**src/rtl/branch_step_ctrl_pkg.sv**
```systemverilog
// Shared encodings for the branch control-step sequencer and sibling instruction sequencers.
// The step encoding is the control-step number, so the step register drives the step port directly.
package branch_step_ctrl_pkg;

  localparam int N_COND = 4;

  typedef enum logic [2:0] {
    ST_IDLE = 3'd0,
    ST_T3   = 3'd3,
    ST_T4   = 3'd4,
    ST_T5   = 3'd5,
    ST_T6   = 3'd6
  } state_t;

  typedef enum logic [1:0] {
    BR_ZR = 2'd0,
    BR_NZ = 2'd1,
    BR_PL = 2'd2,
    BR_MI = 2'd3
  } br_cond_t;

endpackage

```
**src/rtl/branch_step_ctrl_step_counter.sv**
```systemverilog
// Hold-able control-step register: loads T3 on start from IDLE, advances T3..T6, then returns to IDLE.
// Unused encodings fall back to IDLE on the next edge regardless of hold.
module step_counter
  import branch_step_ctrl_pkg::*;
(
  input  logic       i_clk,
  input  logic       i_reset,
  input  logic       i_start,
  input  logic       i_hold,
  output logic [2:0] o_step
);

  state_t r_state;
  state_t w_next;

  // NOTE: every combinational output gets a default before the case, so no path can infer a latch.
  always_comb begin
    w_next = r_state;
    case (r_state)
      ST_IDLE: if (i_start) w_next = ST_T3;
      ST_T3:   if (!i_hold) w_next = ST_T4;
      ST_T4:   if (!i_hold) w_next = ST_T5;
      ST_T5:   if (!i_hold) w_next = ST_T6;
      ST_T6:   if (!i_hold) w_next = ST_IDLE;
      default: w_next = ST_IDLE;
    endcase
  end

  // NOTE: sequential state uses non-blocking assignment so every register samples pre-edge values.
  always_ff @(posedge i_clk) begin
    if (i_reset) r_state <= ST_IDLE;
    else         r_state <= w_next;
  end

  assign o_step = r_state;

endmodule

```
**src/rtl/branch_step_ctrl.sv**
```systemverilog
// Conditional-branch sequencer: drives T3..T6 datapath strobes and loads PC with the target
// only when the condition flip-flop reported the condition met at the end of T5.
module branch_step_ctrl #(
  parameter int C2_W   = 4,
  parameter int N_COND = branch_step_ctrl_pkg::N_COND
) (
  input  logic            clock,
  input  logic            reset,
  input  logic            start,
  input  logic [C2_W-1:0] ir_c2,
  input  logic            hold,
  input  logic            con_met,
  output logic            gra,
  output logic            rout,
  output logic            con_in,
  output logic            pc_out,
  output logic            y_in,
  output logic            c_out,
  output logic            alu_add,
  output logic            z_in,
  output logic            zlow_out,
  output logic            pc_in,
  output logic            busy,
  output logic            done,
  output logic            taken,
  output logic            bad_cond,
  output logic [2:0]      step
);

  import branch_step_ctrl_pkg::*;

  logic [2:0]      w_step;
  state_t          w_state;
  logic            w_idle;
  logic            w_legal;
  logic            w_legal_in;
  logic [C2_W-1:0] r_c2;
  logic            r_take;
  logic            r_bad_cond;

  step_counter u_step_counter (
    .i_clk   (clock),
    .i_reset (reset),
    .i_start (start),
    .i_hold  (hold),
    .o_step  (w_step)
  );

  assign w_state    = state_t'(w_step);
  assign w_idle     = (w_state == ST_IDLE);
  assign w_legal_in = (32'(ir_c2) < 32'(N_COND));
  assign w_legal    = (32'(r_c2) < 32'(N_COND));

  // An illegal condition code can never produce a taken branch, whatever the flip-flop says.
  always_ff @(posedge clock) begin
    if (reset) begin
      r_c2       <= '0;
      r_take     <= 1'b0;
      r_bad_cond <= 1'b0;
    end else begin
      if (w_idle && start) begin
        r_c2 <= ir_c2;
        if (!w_legal_in) r_bad_cond <= 1'b1;
      end
      if ((w_state == ST_T5) && !hold) r_take <= con_met & w_legal;
    end
  end

  always_comb begin
    gra      = 1'b0;
    rout     = 1'b0;
    con_in   = 1'b0;
    pc_out   = 1'b0;
    y_in     = 1'b0;
    c_out    = 1'b0;
    alu_add  = 1'b0;
    z_in     = 1'b0;
    zlow_out = 1'b0;
    pc_in    = 1'b0;
    done     = 1'b0;
    taken    = 1'b0;
    busy     = 1'b0;
    // A held step is a bubble: busy stays up but nothing strobes.
    case (w_state)
      ST_T3: begin
        busy = 1'b1;
        if (!hold) begin
          gra    = 1'b1;
          rout   = 1'b1;
          con_in = 1'b1;
        end
      end
      ST_T4: begin
        busy = 1'b1;
        if (!hold) begin
          pc_out = 1'b1;
          y_in   = 1'b1;
        end
      end
      ST_T5: begin
        busy = 1'b1;
        if (!hold) begin
          c_out   = 1'b1;
          alu_add = 1'b1;
          z_in    = 1'b1;
        end
      end
      ST_T6: begin
        busy = 1'b1;
        if (!hold) begin
          zlow_out = 1'b1;
          pc_in    = r_take;
          done     = 1'b1;
          taken    = r_take;
        end
      end
      default: ;
    endcase
  end

  assign bad_cond = r_bad_cond;
  assign step     = w_step;

endmodule

```
**config.mk**
```make
export PLATFORM = sky130hd
export DESIGN_NAME = branch_step_ctrl
export DESIGN_NICKNAME = d
export VERILOG_FILES = /design/src/rtl/branch_step_ctrl_pkg.sv /design/src/rtl/branch_step_ctrl_step_counter.sv /design/src/rtl/branch_step_ctrl.sv
export SDC_FILE = /design/constraint.sdc
export NUM_CORES = 1
export LEC_CHECK = 0
export BUFFER_PORTS_ARGS = -buffer_cell sky130_fd_sc_hd__buf_4
export CORE_AREA = 2 2 39 41
export DETAILED_ROUTE_END_ITERATION = 10
export DIE_AREA = 0 0 41 43
export PLACE_DENSITY = 0.75
export SLEW_MARGIN = 20
export SYNTH_ARGS = -nofsm -noshare
export SYNTH_HDL_FRONTEND = slang
export SYNTH_SLANG_ARGS = --single-unit
```
**constraint.sdc**
```tcl
create_clock -name clock -period 1.4 [get_ports clock]
set_input_delay 0.21 -clock clock [delete_from_list [all_inputs] [get_ports clock]]
set_output_delay 0.21 -clock clock [all_outputs]
set_load 0.01 [all_outputs]
```
# Word level (Yosys, flattened, before mapping)
# Cells that the tools add are included.
# W data, S select, Z words.
# totals
reg_bits	9
in_bits	9
out_inout_bits	17
word_cells	38
# classes
magnitude_cmp	2
eq_ne	9
n_mux	14
bitwise_logic	2
reduce_logical	7
# ops
op	count
$mux W3	5
$pmux W3 S5	1
$ne A2 B2 Y1 const B	5
$eq A3 B3 Y1 const B	3
$lt A4 B3 Y1 const B	2
$mux W1	8
$reduce_and A5 Y1	1
$reduce_or A4 Y1	1
$eq A3 B2 Y1 const B	1
$logic_not A3 Y1	1
$logic_and A1 B1 Y1	2
$reduce_and A2 Y1	1
$and A1 B1 Y1	1
$logic_not A1 Y1	1
$not A1 Y1	1

# Logic depth before layout (Yosys ltp)
# logic_depth
word_depth	3
mapped_depth	5
mapped_depth_nobuf	3

# By module
# A second synthesis with hierarchy kept.
# hier_totals
cells_unflattened	50
area_unflattened_um2	471.7
# modules_own_cells
mod	instances	cells_per_inst	area_each_um2	seq_area_each_um2
branch_step_ctrl	1	31	306.5	80.1
step_counter	1	19	165.2	60.1

# Worst setup path after synthesis
# Ideal clock, no wire load.
# synth_path
path_type	register to output
start	reg u_step_counter.r_state[2] (netlist: u_step_counter.o_step[2])
end	out taken
t_arrival_ps	1316
required_time_ps	1190
path_slack_ps	-126
stages_incl_launch_ff	6
n_path_buf	2
cell_sequence	dfxtp_1 buf_2 nor2b_1 and3b_2 and2_1 buf_4
# synth_via
elab_chain_cells	2
# synth_rtl
item	line_no	source
start: declaration	branch_step_ctrl_step_counter.sv:13	state_t r_state;
start signal: assignment	branch_step_ctrl_step_counter.sv:32	else r_state <= w_next;
$eq A3 B3 Y1	-	
$mux W1	-	
end: declaration	branch_step_ctrl.sv:25	output logic taken,
# No other way between the ends.

# Final worst setup path
# layout_path
start	reg u_step_counter.r_state[2] (netlist: u_step_counter.o_step[2])
end	out taken
# layout_via
elab_chain_cells	2
# layout_rtl
item	line_no	source
$eq A3 B3 Y1	branch_step_ctrl.sv:84	case (w_state)
$mux W1	branch_step_ctrl.sv:84	
# No other way between the ends.

==> out/qor.yml <==
route:
  dr_total_vias: 398
  drt_iter0_markers: 5
  drt_first_pass_iters: 2
  met1Wirelength_um: 371
  wl_um: 954
  drc_errors: 0
  route.met3.wl_um: 88
  via_per_inst: 4.52
  dr_wl_met2_um: 494
  top_layer: "met3"
  wl_per_cell_um: 10.8
  ant_nets: 0
critical_path:
  crit_path_start_kind: "register"
  reg2reg_to: "r_c2[3]$_SDFFE_PP0P_"
  crit_fanout: 3
  slowest_delay_ns: 0.33
  worstSetupPathType: "register to output port"
  timing.rr.start: "u_step_counter.o_step[1]$_SDFFE_PP0P_"
  worst-path-buf-inv: 1
  critPathCaptureType: "output port"
  crit_family: "simple AND/OR/NAND/NOR gates"
  critPathRequiredTime_ns: 1.19
  arrival_ns: 1.16
  worstRegToRegCells: 4
  slowest_stage: "dfxtp_2"
  rrSetupSlack_ns: 0.11
  path_cells: "nor2b_4 > and3b_2 > and2_4 > buf_6"
clock_network:
  cts.root.buffer_cell: "clkbuf_4"
  cts_hold_buf: 0
  tritoncts: "yes"
  h-tree-depth: 1
  numCtsBuffers: 3
  clk_pin_slew_ns: 0.05
  clock_sinks: 7
  clk_latency_ns: 0.25
  clockBufferDepth: 2
timing:
  post-route-period-util_pct: 98.1
  setup_viol: 0
  slew_violations: 0
  layout_setup_ws_ns: 0.0269
  rsz0062_at_grt: "yes"
  max_freq_mhz: 728
  relSlewSlack_pct: 77.4
  finClkSkew_ns: 0.00402
  worst_pin_slew_ns: 0.338
  min_period_ns: 1.37
  finalHoldViolCount: 0
final_layout:
  area_growth_pct: 52.1
  final_core_util_pct: 49.1
  nets: 82
  ff_latch_area_um2: 149
  mostFrequentLayoutCells: "26 x buf_4, 5 x nor2_1, 4 x dfxtp_1"
  multi_input_area_um2: 251
  stdcell_count: 88
  drive_above_1_share_pct: 59.7
  fillers: 134
  final_cell_area_um2: 679
  insertedDiodeCount: 0
  mostFrequentLayoutCell: "buf_4"
floorplanning:
  die_area_mm2: 0.00176
  rows: 14
  fp.dieW_um: 41
  core_mm2: 0.00138
  ios: 26
  start_util_pct: 32.3
  die_h_um: 43
placed_design:
  placedCellCount: 80
  gp_congestion: 0.612
  portBuffers: 23
  dp_slack_ns: 0.119
  dp.final_hpwl_um: 654
  dpl_cell_area_um2: 582
min_path:
  whs_path_depth: 2
  worstHoldStart: "reset"
  whs_endpoint: "u_step_counter.o_step[0]$_SDFFE_PP0P_"
  hp-class: "input pin to register"
global_routing:
  grt.overflow.total: 0
  grt_use_total_pct: 12.8
  antenna_found_initial: 0
  grt_max_degree: 10
  grt_pass1_vias: 369
  grt_first_pass_wirelength_mm: 1.50
logic_synthesis:
  netlist_area_um2: 447
  synth-seq-cells: 7
  syn_inst: 49
  yosys.cell_types.count: 24
  synth.avg_cell_area_um2: 9.12
  synth_nets: 58
  ys_warn_count: 0
  seq_area_frac_synth_pct: 31.4
power:
  powerDensity_mw_per_mm2: 762
  max-vdd-ir-drop_mv: 0.475
  power_leakage_nw: 0.331
job:
  maxCapViolCount: 0
outcome:
  status: "completed"
-- synthesized netlist by cell type --
| cell type | count | share of area (%) |
|---|---|---|
| xor2_1 | 2 | 3.9 |
| nor2b_1 | 2 | 2.8 |
| nand3_1 | 2 | 2.2 |
| a21oi_1 | 3 | 3.4 |
| o21ai_0 | 1 | 1.1 |
| buf_6 | 2 | 5.0 |
| nand2_1 | 1 | 0.84 |
| inv_1 | 1 | 0.84 |
| mux2i_1 | 2 | 4.5 |
| o21ba_2 | 1 | 2.2 |
| a21boi_0 | 1 | 1.7 |
| dfxtp_1 | 7 | 31 |
| and2_1 | 2 | 2.8 |
| nand2b_1 | 2 | 2.8 |
| nor4b_4 | 1 | 5.3 |
| o21ai_1 | 1 | 1.1 |
| buf_2 | 1 | 1.1 |
| buf_4 | 7 | 12 |
| nor2_1 | 5 | 4.2 |
| and3b_2 | 1 | 2.2 |
| xnor2_1 | 1 | 2.0 |
| a311oi_1 | 1 | 2.0 |
| nor3_1 | 1 | 1.1 |
| and4bb_4 | 1 | 3.6 |
-- sequential cells by signal (all words and copies together), names as in the netlist --
register and flops:
r_take 1, u_step_counter.o_step 3, r_c2 2, bad_cond 1
-- how the worst max path moves through the flow --
stage | startpoint | end | cells past startpoint | slack, ns
floorplan | u_step_counter.o_step[2]$_SDFFE_PP0P_ | taken | 5 | -0.007
global placement | u_step_counter.o_step[0]$_SDFFE_PP0P_ | pc_in | 3 | 0.14
detailed placement | u_step_counter.o_step[0]$_SDFFE_PP0P_ | con_in | 3 | 0.12
CTS | u_step_counter.o_step[2]$_SDFFE_PP0P_ | taken | 4 | 0.005
global route | u_step_counter.o_step[2]$_SDFFE_PP0P_ | pc_in | 4 | -0.02
finish | u_step_counter.o_step[2]$_SDFFE_PP0P_ | taken | 4 | 0.03
-- per-stage QoR --
stage | hold slack [ns] | power [mW] | TNS (ns)
after floorplan | 0.279 | 0.287 | -0.00745
final | 0.164 | 0.518 | 0
after global placement | 0.433 | 0.316 | 0
after CTS | 0.155 | 0.513 | 0
after detailed placement | 0.440 | 0.319 | 0
after global routing | 0.175 | 0.545 | -0.0621
-- logic make-up (layout without fill, tap and decap cells) --
family | count (synthesis) | in the layout | share of synthesized area, %
muxes | 2 | 2 | 4.48
AOI/OAI and AO/OA | 8 | 8 | 11.5
and+or+nand+nor | 18 | 18 | 28.0
DFF | 7 | 7 | 31.4
buffers and inverters | 11 | 34 | 18.8
xor gates and xnor gates | 3 | 3 | 5.88
-- where the power goes --
| part | internal [mW] | switching (mW) | total (mW) |
|---|---|---|---|
| clock network | 0.109 | 0.0786 | 0.188 |
| logic | 0.0597 | 0.0430 | 0.103 |
| registers | 0.211 | 0.0159 | 0.227 |
-- timing repair --
item / CTS / global route
setup buffers: 1 / 3
gates resized for setup: 8 / 5
setup endpoints to repair: 13 / 5
pin swaps: 0 / 2
-- cell type report --
class	instances	area share, %
inverter	1	0.552
timing repair buffer	29	33.7
clock buffer	4	3.87
sequential	7	21.9
tap	16	2.95
multi-input combinational	31	37.0
-- per-layer routing --
layer  track usage, %  vias to the layer above
met5                0                        -
met4             4.00                        0
met3             7.85                        0
met2             19.7                       17
met1             14.0                      178
li1                 -                      203
Note: power is estimated with default switching activity, not from simulation.
